File: src/rtl/mc16_pin_loader.sv
// Pin-level program loader: 4-phase strobe/ack byte intake, 16-bit word assembly and
// ready-handshaked instruction memory writes. Optional checksum view: MC16_LOADER_CHECKSUM_EN.
module mc16_pin_loader #(
  parameter int ADDR_W = 8
) (
  input  logic              clk,
  input  logic              rst_n,
  input  logic              ena,
  input  logic [7:0]        host_data,
  input  logic              host_stb,
  input  logic              host_cmd,
  output logic              host_ack,
  output logic              mem_we,
  output logic [ADDR_W-1:0] mem_addr,
  output logic [15:0]       mem_wdata,
  input  logic              mem_ready,
  output logic              core_run,
  output logic [7:0]        status
);

  localparam logic [1:0] IDLE  = 2'd0;
  localparam logic [1:0] WRITE = 2'd1;
  localparam logic [1:0] ACK   = 2'd2;

  localparam logic [ADDR_W-1:0] ADDR_ONE = {{(ADDR_W-1){1'b0}}, 1'b1};

  logic              stb_s1_q, stb_s2_q;
  logic [1:0]        state_q, state_d;
  logic              ack_q, ack_d;
  logic              we_q, we_d;
  logic [ADDR_W-1:0] addr_q, addr_d;
  logic [15:0]       wdata_q, wdata_d;
  logic              run_q, run_d;
  logic              err_q, err_d;
  logic              phase_q, phase_d;
  logic [7:0]        lo_q, lo_d;
  logic [3:0]        cnt_q, cnt_d;
  logic              busy;
`ifdef MC16_LOADER_CHECKSUM_EN
  logic [7:0]        csum_q, csum_d;
  logic              view_q, view_d;
`endif

  // A data byte that arrives while the core runs is acked but never stored.
  always_comb begin
    state_d = state_q;
    ack_d   = ack_q;
    we_d    = we_q;
    addr_d  = addr_q;
    wdata_d = wdata_q;
    run_d   = run_q;
    err_d   = err_q;
    phase_d = phase_q;
    lo_d    = lo_q;
    cnt_d   = cnt_q;
`ifdef MC16_LOADER_CHECKSUM_EN
    csum_d  = csum_q;
    view_d  = view_q;
`endif
    case (state_q)
      IDLE: begin
        if (stb_s2_q && ena) begin
          if (host_cmd) begin
            phase_d = 1'b0;
            state_d = ACK;
            ack_d   = 1'b1;
            case (host_data)
              8'h00: begin
                addr_d = '0;
                cnt_d  = 4'd0;
                err_d  = 1'b0;
`ifdef MC16_LOADER_CHECKSUM_EN
                csum_d = 8'h00;
`endif
              end
              8'h01: run_d = 1'b1;
              8'h02: run_d = 1'b0;
`ifdef MC16_LOADER_CHECKSUM_EN
              8'h03: view_d = ~view_q;
`endif
              default: err_d = 1'b1;
            endcase
          end else if (run_q) begin
            err_d   = 1'b1;
            state_d = ACK;
            ack_d   = 1'b1;
          end else if (!phase_q) begin
            lo_d    = host_data;
            phase_d = 1'b1;
            state_d = ACK;
            ack_d   = 1'b1;
`ifdef MC16_LOADER_CHECKSUM_EN
            csum_d  = csum_q ^ host_data;
`endif
          end else begin
            wdata_d = {host_data, lo_q};
            phase_d = 1'b0;
            we_d    = 1'b1;
            state_d = WRITE;
`ifdef MC16_LOADER_CHECKSUM_EN
            csum_d  = csum_q ^ host_data;
`endif
          end
        end
      end
      WRITE: begin
        if (mem_ready) begin
          we_d    = 1'b0;
          addr_d  = addr_q + ADDR_ONE;
          cnt_d   = cnt_q + 4'd1;
          state_d = ACK;
        end
      end
      ACK: begin
        // After a write the ack is raised one cycle late, then held until the host drops its strobe.
        if (!ack_q) begin
          ack_d = 1'b1;
        end else if (!stb_s2_q) begin
          ack_d   = 1'b0;
          state_d = IDLE;
        end
      end
      default: begin
        state_d = IDLE;
        ack_d   = 1'b0;
        we_d    = 1'b0;
      end
    endcase
  end

  always_ff @(posedge clk or negedge rst_n) begin
    if (!rst_n) begin
      stb_s1_q <= 1'b0;
      stb_s2_q <= 1'b0;
      state_q  <= IDLE;
      ack_q    <= 1'b0;
      we_q     <= 1'b0;
      addr_q   <= '0;
      wdata_q  <= 16'h0000;
      run_q    <= 1'b0;
      err_q    <= 1'b0;
      phase_q  <= 1'b0;
      lo_q     <= 8'h00;
      cnt_q    <= 4'd0;
`ifdef MC16_LOADER_CHECKSUM_EN
      csum_q   <= 8'h00;
      view_q   <= 1'b0;
`endif
    end else begin
      stb_s1_q <= host_stb;
      stb_s2_q <= stb_s1_q;
      state_q  <= state_d;
      ack_q    <= ack_d;
      we_q     <= we_d;
      addr_q   <= addr_d;
      wdata_q  <= wdata_d;
      run_q    <= run_d;
      err_q    <= err_d;
      phase_q  <= phase_d;
      lo_q     <= lo_d;
      cnt_q    <= cnt_d;
`ifdef MC16_LOADER_CHECKSUM_EN
      csum_q   <= csum_d;
      view_q   <= view_d;
`endif
    end
  end

  assign busy      = (state_q != IDLE);
  assign host_ack  = ack_q;
  assign mem_we    = we_q;
  assign mem_addr  = addr_q;
  assign mem_wdata = wdata_q;
  assign core_run  = run_q;
`ifdef MC16_LOADER_CHECKSUM_EN
  assign status    = view_q ? csum_q : {err_q, run_q, phase_q, busy, cnt_q};
`else
  assign status    = {err_q, run_q, phase_q, busy, cnt_q};
`endif

endmodule

File: config.mk
export PLATFORM = sky130hd
export DESIGN_NAME = mc16_pin_loader
export DESIGN_NICKNAME = d
export VERILOG_FILES = /design/src/rtl/mc16_pin_loader.sv
export SDC_FILE = /design/constraint.sdc
export NUM_CORES = 1
export LEC_CHECK = 0
export CAP_MARGIN = 25
export CORE_MARGIN = 5
export CORE_UTILIZATION = 44
export DETAILED_ROUTE_END_ITERATION = 8
export PLACE_DENSITY = 0.75
export SYNTH_ARGS = -nofsm -noshare
export SYNTH_HDL_FRONTEND = slang
export SYNTH_SLANG_ARGS = --single-unit
File: constraint.sdc
create_clock -name clk -period 1.6 [get_ports clk]
set_input_delay 0.16 -clock clk [delete_from_list [all_inputs] [get_ports clk]]
set_output_delay 0.16 -clock clk [all_outputs]
set_load 0.05 [all_outputs]
==> summary.md <==
| Metric | Value |
|---|---|
| Worst setup startpoint | mem_addr[1] |
| Max-slew violations | 0 |
| CTS tree | yes |
| # rows | 25 |
| Post-synth EDFFs | 0 |
| TritonCTS buffer count | 5 |
| Multi-input gate area | 913 um^2 |
| Worst Skew | 0.00708 ns |
| Final hold vios | 0 |
| H-Tree Depth | 2 |
| XOR/XNOR Fraction of Synth Area | 0% |
| Final instance area | 0.00288 mm^2 |
| Period utilization | 96.2% |
| Register area share after synthesis | 54.4% |
| Adder-Cell Fraction of Synth Area | 1.21% |
| Crit. End Element | register |
| Vias/cell | 5.20 |
| Sequential cell fraction of total power | 36.2% |
| Detail Placement HPWL | 3.21 mm |
| CTS root buf | clkbuf_8 |
| Core area | 0.00466 mm^2 |
| DRC violations left | 0 |
| Post-Route WL | 4.45 mm |
| ANT cells | 0 |
| Synthesized flop and latch total | 45 |
| Slew HR | 77.0% |
| Comb pwr share | 46.8% |
| Fillers | 370 |
| 1st-iter DRT viols | 61 |
| Internal Power | 0.00291 W |
| Syn_area_per_cell | 12.5 um^2 |
| DIE WIDTH | 78.6 um |
| Max stage delay on crit path | 0.42 ns |
| Worst vdd ir | 1130 uV |
| Final #Nets | 254 |
| Post-DP Area | 0.00270 mm^2 |
| WS Path Type | register to register |
| Largest net degree at the start of global routing | 46 |
| Worst setup path endpoint | mem_addr[6] |
| Non-Filler Instances | 293 |
| Mux contribution to synthesized area | 15.0% |
| Area of the mapped netlist | 0.00207 mm^2 |
| Synth cell types | 43 |
| DR WL/cell | 15.2 um |
| Clock transition at path regs | 0.08 ns |
| Worst Path Arrival | 1.73 ns |
| Clock Sinks | 45 |
| # setup viols final | 0 |
| Pwr/cell area | 1710 mW/mm^2 |
| Vias | 1523 |
| Placer Congestion | 0.787 |
| Total grt overflow | 0 |
| Fmax | 650 MHz |
| Slowest-stage cell, CP | dfrtp_2 |
| Leak | 1.39 nW |
| Async SR Flop Fraction | 100% |
| Share of cells above drive strength 1 | 46.0% |
| Prevailing post-synth register cell | dfrtp_1 |
| Crit path cell chain | ha_4 -> nand3_1 -> or2_2 -> and3_1 -> a211o_1 |
| Starting Density | 44.4% |
| IO buf count | 48 |
| Critical Path Source Type | register |
| CTS Buffer Depth | 2 |
| Final ANT Viol Nets | 0 |
| Depth of the most critical reg-to-reg path | 5 |
| FF/Latch Area | 0.00113 mm^2 |
| Least-Margin Pin Slew | 0.337 ns |
| Mapped Nets | 181 |
| MaxCap Viol Count | 0 |
| Clock latency on the worst-skew pair | 0.30 ns |
| Overall Global Routing Usage | 15.5% |
| Total Die Area | 0.00618 mm^2 |
| Main combinational cell family by area after synthesis | multiplexers |
| Cells after Synth | 165 |
| Initial DRT Pass Iterations | 4 |
| Synth area leader | dfrtp_1 |
| Vias in the first global route | 1516 |
| Crit path time final | 1.54 ns |
| Crit Path Max Fanout | 4 |
| I/O pins | 49 |
| Worst reg2reg setup slack | 0.06 ns |
| Net Switching | 0.00201 W |
| Syn-to-layout area delta | 38.9% |
| Worst R2R Start | mem_addr[1] |
| Final Util | 61.7% |
| RSZ-0062 raised after global routing | yes |
| Switching portion of total power | 40.8% |
| Largest cells by area after synthesis | dfrtp_1 54%, mux2_2 8.7%, mux2_4 5.8% |
| Outcome | finished clean |
| Placed Cells | 281 |
| Initial antenna violation count | 0 |
| Commonest cells post-synth | 45 x dfrtp_1, 16 x mux2_2, 10 x nand2_1 |
| RR Endpoint | mem_addr[6] |
| Synth Area in Simple Gates | 14.0% |
| Die height | 78.6 um |
| Compound-Gate Fraction of Synth Area | 11.7% |
| Min-Delay Path Class | primary input to register |
| Pwr Total | 0.00493 W |
| Clock share of power | 17.0% |
| Worst EP required | 1.79 ns |
| Synthesis Warnings | 0 |
| Top-count cell post-synth | dfrtp_1 |
| First-pass GRT wire length | 7.47 mm |
| Post-synth top area share | 54.4% |
-- how the worst min path moves through the flow --
| stage | from | end | cells after the start |
|---|---|---|---|
| 3_5_place_dp | rst_n | mem_wdata[13] | 2 |
| 6_report | host_stb | stb_s1_q | 1 |
| 2_1_floorplan | rst_n | cnt_q[0] | 0 |
| 3_3_place_gp | rst_n | mem_wdata[14] | 2 |
| 4_1_cts | host_stb | stb_s1_q | 1 |
| 5_1_grt | host_stb | stb_s1_q | 1 |
-- what timing repair did --
item                                    in CTS  in global routing
gates resized for setup                      2                  5
endpoints found under the setup margin       5                 29
pin swaps                                    1                  0
hold endpoints to repair                    45                  0
hold buffers                                 1                  0
setup buffers                                0                  3
-- metal layers --
metal | vias to the layer above | part of all wire, % | global-route usage (%)
met2 | 28 | 48 | 24.2
met3 | 6 | 3.5 | 4.01
li1 | 743 | - | -
met5 | - | 0 | 0
met1 | 746 | 47 | 21.2
met4 | 0 | 1.3 | 4.72
-- critical path: cells and delay by family (launching register included) --
family / cells / cell delay (ns)
AO/OA/AOI/OAI: 1 / 0.22
adder cells (fa/ha/maj): 1 / 0.15
AND/OR/NAND/NOR: 3 / 0.64
flip-flops: 1 / 0.42
-- cells in the final DEF (no fill, tap or decap), types with 2 or more instances in the layout --
cell type,instances
nor2_1,8
clkdlybuf4s50_1,12
clkbuf_8,5
dfrtp_1,40
o31ai_1,2
mux2_4,11
and3_1,4
dfrtp_2,5
a211o_1,2
a21o_1,3
nand3_1,5
buf_4,57
inv_1,3
mux2_2,13
nand2b_1,3
or2_2,2
a31oi_1,3
o21a_1,2
nor4_4,2
o21ai_0,8
buf_12,4
a22o_1,3
a21oi_1,5
o22ai_1,2
nand2_1,10
-- flip-flops by register name, summed over array words and instances (netlist names) --
name	count
cnt_q	4
core_run	1
err_q	1
host_ack	1
lo_q	8
mem_addr	8
mem_wdata	16
mem_we	1
phase_q	1
state_q	2
stb_s1_q	1
stb_s2_q	1
-- cells by family after synthesis --
| family | after synthesis |
|---|---|
| simple gates | 45 |
| flops | 45 |
| compound gates | 36 |
| mux | 25 |
| buf+inv | 12 |
| fa+ha+maj | 2 |
-- final cells by class --
class / instances / area share [%]
Clock buffer: 6 / 2.52
Multi-Input combinational cell: 108 / 31.8
Tap cell: 54 / 2.35
Clock inverter: 2 / 1.22
Inverter: 3 / 0.392
Timing Repair Buffer: 75 / 22.4
Sequential cell: 45 / 39.4
-- per-stage QoR --
step | TNS (ns) | hold slack, ns | setup slack [ns]
global placement | -5.90 | 0.156 | -0.281
detailed placement | -7.04 | 0.157 | -0.333
floorplan | -0.425 | -0.136 | -0.0721
finish | 0 | 0.327 | 0.0611
global route | -0.0171 | 0.312 | -0.00904
CTS | 0 | 0.313 | 0.00324
-- power groups by stage --
stage / clock network, W / registers (W) / logic (W)
6_report: 0.000839 / 0.00178 / 0.00230
5_1_grt: 0.000909 / 0.00184 / 0.00242
4_1_cts: 0.000866 / 0.00179 / 0.00227
3_5_place_dp: 0 / 0.00180 / 0.00227
3_3_place_gp: 0 / 0.00179 / 0.00225
2_1_floorplan: 0 / 0.00260 / 0.000749
(Power assumes the default switching activity.)
